==> src/rtl/mmu_instr_port.sv <==
// Instruction-side memory port: turns core_s1 fetch requests into single-beat
// bus reads and handles misalignment, bus errors and fetch abandonment.

package core_pkg;
  typedef struct packed {
    logic        valid;
    logic [31:0] addr;
  } mmu_instr_req_s;

  typedef struct packed {
    logic        ready;
    logic [31:0] instr;
  } mmu_instr_rsp_s;
endpackage

module mmu_instr_port
  import core_pkg::*;
(
  input  logic           clk,
  input  logic           rst_n,
  input  mmu_instr_req_s mmu_instr_req,
  output mmu_instr_rsp_s mmu_instr_rsp,
  output logic           instr_fault,
  output logic           mem_req_valid,
  input  logic           mem_req_ready,
  output logic [29:0]    mem_req_addr,
  input  logic           mem_rsp_valid,
  input  logic [31:0]    mem_rsp_data,
  input  logic           mem_rsp_err
);

  typedef enum logic [2:0] {
    S_IDLE,
    S_REQ,
    S_WAIT,
    S_RESP,
    S_DROP
  } state_e;

  state_e      r_state;
  state_e      w_next;
  logic [31:0] r_lat_addr;
  logic        r_ready;
  logic [31:0] r_instr;
  logic        r_fault;
  logic        r_mem_req_valid;

  logic        w_live;
  logic        w_aligned;
  logic        w_latch;
  logic        w_ready_d;
  logic [31:0] w_instr_d;
  logic        w_fault_d;
  logic        w_mem_req_valid_d;

  // A fetch stays live only while core_s1 keeps presenting the latched address.
  assign w_live    = mmu_instr_req.valid && (mmu_instr_req.addr == r_lat_addr);
  assign w_aligned = (mmu_instr_req.addr[1:0] == 2'b00);
  assign w_latch   = (r_state == S_IDLE) && mmu_instr_req.valid && w_aligned;

  always_ff @(posedge clk or negedge rst_n) begin
    if (!rst_n) begin
      r_state <= S_IDLE;
    end else begin
      r_state <= w_next;
    end
  end

  always_comb begin
    w_next = r_state;
    case (r_state)
      S_IDLE: begin
        if (mmu_instr_req.valid) begin
          w_next = w_aligned ? S_REQ : S_RESP;
        end
      end
      S_REQ: begin
        if (mem_req_ready) begin
          w_next = w_live ? S_WAIT : S_DROP;
        end
      end
      S_WAIT: begin
        // A response landing in the same cycle liveness is lost retires the read.
        if (!w_live) begin
          w_next = mem_rsp_valid ? S_IDLE : S_DROP;
        end else if (mem_rsp_valid) begin
          w_next = S_RESP;
        end
      end
      S_RESP:  w_next = S_IDLE;
      S_DROP: begin
        if (mem_rsp_valid) begin
          w_next = S_IDLE;
        end
      end
      default: w_next = S_IDLE;
    endcase
  end

  // Outputs are computed from the transition and registered, so nothing is combinational.
  always_comb begin
    w_ready_d         = (w_next == S_RESP);
    w_mem_req_valid_d = (w_next == S_REQ);
    w_instr_d         = 32'h0;
    w_fault_d         = 1'b0;
    if ((r_state == S_IDLE) && mmu_instr_req.valid && !w_aligned) begin
      w_fault_d = 1'b1;
    end
    if ((r_state == S_WAIT) && w_live && mem_rsp_valid) begin
      w_fault_d = mem_rsp_err;
      w_instr_d = mem_rsp_err ? 32'h0 : mem_rsp_data;
    end
  end

  always_ff @(posedge clk or negedge rst_n) begin
    if (!rst_n) begin
      r_lat_addr      <= 32'h0;
      r_ready         <= 1'b0;
      r_instr         <= 32'h0;
      r_fault         <= 1'b0;
      r_mem_req_valid <= 1'b0;
    end else begin
      if (w_latch) begin
        r_lat_addr <= mmu_instr_req.addr;
      end
      r_ready         <= w_ready_d;
      r_instr         <= w_instr_d;
      r_fault         <= w_fault_d;
      r_mem_req_valid <= w_mem_req_valid_d;
    end
  end

  assign mmu_instr_rsp.ready = r_ready;
  assign mmu_instr_rsp.instr = r_instr;
  assign instr_fault         = r_fault;
  assign mem_req_valid       = r_mem_req_valid;
  assign mem_req_addr        = r_lat_addr[31:2];

endmodule

==> config.mk <==
export PLATFORM = sky130hd
export DESIGN_NAME = mmu_instr_port
export DESIGN_NICKNAME = d
export VERILOG_FILES = /design/src/rtl/mmu_instr_port.sv
export SDC_FILE = /design/constraint.sdc
export NUM_CORES = 1
export LEC_CHECK = 0
export ABC_AREA = 1
export BUFFER_PORTS_ARGS = -buffer_cell sky130_fd_sc_hd__buf_4
export CELL_PAD_IN_SITES_DETAIL_PLACEMENT = 1
export CELL_PAD_IN_SITES_GLOBAL_PLACEMENT = 1
export CORE_MARGIN = 4
export CORE_UTILIZATION = 38
export DETAILED_ROUTE_END_ITERATION = 16
export GPL_TIMING_DRIVEN = 1
export PLACE_DENSITY = 0.95
export SETUP_SLACK_MARGIN = 0.3
export SYNTH_ARGS = -nofsm -noshare
export SYNTH_HDL_FRONTEND = slang
export SYNTH_SLANG_ARGS = --single-unit
==> constraint.sdc <==
create_clock -name clk -period 2.1 [get_ports clk]
set_input_delay 0.21 -clock clk [delete_from_list [all_inputs] [get_ports clk]]
set_output_delay 0.21 -clock clk [all_outputs]
set_load 0.05 [all_outputs]
==> flow_summary.rst <==
.. list-table::
   :header-rows: 1

   * - Metric
     - Value
   * - Achievable clock frequency
     - around 0.51 GHz
   * - Clock-pin transition on the worst setup and hold timing paths
     - 80 ps
   * - Die W
     - about 110 um
   * - First-pass GRT wire length
     - between 15000 and 20000 um
   * - Endpoint arrival time on the critical path
     - between 2000 and 2500 ps
   * - Dominant cell type by area after synthesis
     - sky130_fd_sc_hd__dfrtp_1
   * - EDFF count, synth
     - 0
   * - Pin count of the biggest net entering global routing
     - between 70 and 80
   * - Share of total power in the clock network
     - 0.190
   * - Share of synthesized flip-flops with an asynchronous set or reset
     - 1.00
   * - Vias/cell
     - around 4.8
   * - Status
     - complete, but fails checks
   * - Worst-case clock buffer depth
     - 2
   * - Sum of negative setup slack
     - 0 ps
   * - Clock period minus final worst setup slack
     - 1950 ps
   * - Number of rows in the core area
     - 35
   * - CP dominant cell by count
     - sky130_fd_sc_hd__nand2_1
   * - Die outline height
     - ~110 um
   * - Clock tree from TritonCTS
     - yes
   * - Detailed Place HPWL
     - about 9000 um
   * - Post-synthesis cell area
     - approximately 3700 sq um
   * - Critical path's slowest cell
     - sky130_fd_sc_hd__dfrtp_1
   * - Total gr overflow
     - 0
   * - Final clock period utilization by the worst path
     - 0.930
   * - Cell area power density
     - 1230 nW/um^2
   * - Worst setup path category
     - reg -> reg
   * - Number of max-capacitance violations reported
     - 0
   * - Antenna violations before repair
     - 0
   * - Required time reported for the critical path endpoint
     - 2380 ps
   * - Root Driver
     - sky130_fd_sc_hd__clkbuf_8
   * - Leading post-synthesis cells by cell area
     - sky130_fd_sc_hd__dfrtp_1 48%, sky130_fd_sc_hd__nand2_1 13%, sky130_fd_sc_hd__inv_1 10%, sky130_fd_sc_hd__buf_4 6.3%, sky130_fd_sc_hd__nor2_2 5.3%
   * - Final worst clock skew
     - roughly 8.3 ps
   * - Layout Nets
     - around 680
   * - GRT Overall Usage
     - 0.214
   * - Most frequent cells after synthesis
     - 129 x sky130_fd_sc_hd__nand2_1, 101 x sky130_fd_sc_hd__inv_1, 70 x sky130_fd_sc_hd__dfrtp_1
   * - Fraction of the yosys area taken by sequential cells
     - 0.476
   * - Leakage power of the design
     - roughly 3.0 nW
   * - Fraction of final layout cells sized beyond drive strength 1
     - 0.375
   * - Normalized max-slew margin
     - 0.391
   * - Insertion delay to the later sink of the worst-skew pair
     - between 300 and 400 ps
   * - Crit. path cell count
     - 10
   * - Number of buffers added by the clock tree synthesis step
     - 9
   * - Number of input and output port buffers inserted
     - about 130
   * - TritonCTS Sinks
     - 70
   * - Crit path launch type
     - flip-flop
   * - Routed length per placed instance
     - between 15 and 20 um
   * - Warning count from the yosys run
     - 0
   * - Sw Share
     - 0.470
   * - Final routed wirelength across all metal layers
     - 12700 um
   * - Synth cell types
     - 23
   * - Area enclosed by the die boundary
     - approximately 11000 sq um
   * - Delay of the slowest critical-path stage
     - 420 ps
   * - Buf/Inv on CP
     - 1
   * - Top-area cell type share of the netlist area
     - 0.476
   * - Highest fanout seen on the critical path
     - 8
   * - Antenna fix cells
     - 0
   * - Starting density of the core
     - 0.395
   * - Number of flip-flops and latches in the synthesized netlist
     - 70
   * - Capturing element type of the critical path
     - flip-flop
   * - Number of optimization iterations in the first detailed-route pass
     - 4
   * - Vias in the first global route
     - approximately 3800
   * - Num ports
     - approximately 140
   * - ANT nets after route
     - 0
   * - Final weighted congestion of routability-driven global placement
     - around 0.84
   * - Final hold vios
     - 18
   * - Most common cell in the netlist
     - sky130_fd_sc_hd__nand2_1
   * - Failing checks
     - hold timing
   * - Worst vdd rail ir drop
     - ~0.46 mV
   * - Average footprint of a synthesized cell
     - between 7 and 8 sq um
   * - Kind of cell adding the most delay to the critical path
     - simple AND/OR/NAND/NOR gates
   * - WHS
     - -14.3 ps
   * - CTS HTree Levels
     - 3
   * - Vias
     - between 3000 and 4000
   * - Setup repair after global routing missed its margin
     - true
   * - R2R depth
     - 10
   * - Area of the core region
     - a little over 9000 sq um
   * - # setup viols final
     - 0
   * - Critical path, cell by cell
     - nand2_1 -> nand2_1 -> nor2_1 -> nand2_1 -> nor2_1 -> nand3_2 -> nor2_4 -> nand4_4 -> clkbuf_16 -> nor2_2
   * - Net Count, Synth
     - roughly 550
   * - Part of the total power dissipated in sequential elements
     - 0.314
   * - HP Class
     - in -> async
   * - Number of pins with negative max-slew slack in the final report
     - 0
   * - Internal Dissipation
     - roughly 0.0034 W
   * - Cts hold-fix bufs
     - 0
   * - Synth Instances
     - around 480
   * - Relative area change from synthesis to final layout
     - 39.4%
   * - Worst Tran Pin Value
     - slightly above 900 ps
   * - Synth Flop Type
     - sky130_fd_sc_hd__dfrtp_1
   * - Net load switching power
     - just under 0.003 W
   * - DRT iter0 DRCs
     - 140
   * - Number of design rule violations left after detail routing
     - 0
   * - Fraction of power consumed by combinational cells
     - 0.497
==> sequential cells by signal (all words and copies together), names as in the netlist <==
| name | cells |
|---|---|
| r_state | 3 |
| mem_req_valid | 1 |
| instr_fault | 1 |
| r_lat_addr | 32 |
| r_ready | 1 |
| r_instr | 32 |
==> final cells by class <==
class / count / area, sq um
clock inverters: 6 / 87.6
clock buffers: 9 / 124
fillers: 1156 / 4200
repair buffers: 156 / 1220
inverters: 101 / 379
multi-input cells: 271 / 1410
flip-flops and latches: 70 / 1750
well taps: 129 / 161
==> power groups by stage <==
stage                     Clock [W]  Sequential [W]  Combinational [W]
after floorplan                   0         0.00196            0.00227
after global placement            0         0.00196            0.00273
after detailed placement          0         0.00201            0.00284
after CTS                   0.00122         0.00198            0.00292
after global routing        0.00129         0.00203            0.00339
final                       0.00120         0.00199            0.00314
==> cells by family after synthesis <==
family                 share of synthesized area
multiplexers                             0.00917
flip-flops                                 0.476
AND/OR/NAND/NOR                            0.273
buffers and inverters                      0.182
AO/OA/AOI/OAI                             0.0506
XOR/XNOR                                 0.00951
==> worst paths after layout <==
| path | from | endpoint | slack (ps) |
|---|---|---|---|
| max in group asynchronous | rst_n | r_state[2]$_DFF_PN0_ | 1500 |
| setup reg to reg | r_lat_addr[29]$_DFFE_PN0P_ | r_instr[12]$_DFF_PN0_ | 150 |
| hold reg to reg | r_lat_addr[0]$_DFFE_PN0P_ | r_lat_addr[0]$_DFFE_PN0P_ | 500 |
| hold / removal | rst_n | r_lat_addr[17]$_DFFE_PN0P_ | -10 |
| setup / recovery | r_lat_addr[29]$_DFFE_PN0P_ | r_instr[12]$_DFF_PN0_ | 150 |
| min in group clk | mem_rsp_data[17] | r_instr[17]$_DFF_PN0_ | 90 |
==> metrics by stage <==
| stage | utilization | power [W] | worst slack [ps] | cells | instance area, sq um |
|---|---|---|---|---|---|
| after global placement | 0.491 | 0.00470 | 334 | 707 | 4580 |
| after detailed placement | 0.491 | 0.00485 | 196 | 707 | 4580 |
| after floorplan | - | 0.00423 | 706 | 482 | 3680 |
| final | 0.550 | 0.00633 | 147 | 742 | 5130 |
| after CTS | 0.519 | 0.00611 | 293 | 726 | 4840 |
| after global routing | 0.550 | 0.00671 | 41.5 | 742 | 5130 |
==> per-layer routing <==
layer	vias up	global-route usage	wire, um
li1	1640	-	-
met5	-	0	0
met4	0	0.0712	335
met1	1728	0.226	4430
met3	29	0.0893	1310
met2	152	0.383	6610
==> what timing repair did <==
action	in CTS	in global routing
gates cloned	0	3
setup buffers	4	13
setup endpoints to repair	34	37
gates resized for setup	4	35
pin swaps	1	14
==> cells in the final DEF (no fill, tap or decap), drive strengths merged, types with 3 or more instances in the layout <==
cell type  instances
nand2            130
clkbuf            11
inv              101
buf              154
nand4              8
nor2              72
dfrtp             70
nand3             10
xnor2              4
mux2               3
or2                3
o21ai             34
clkinv             4
(Power assumes the default switching activity.)
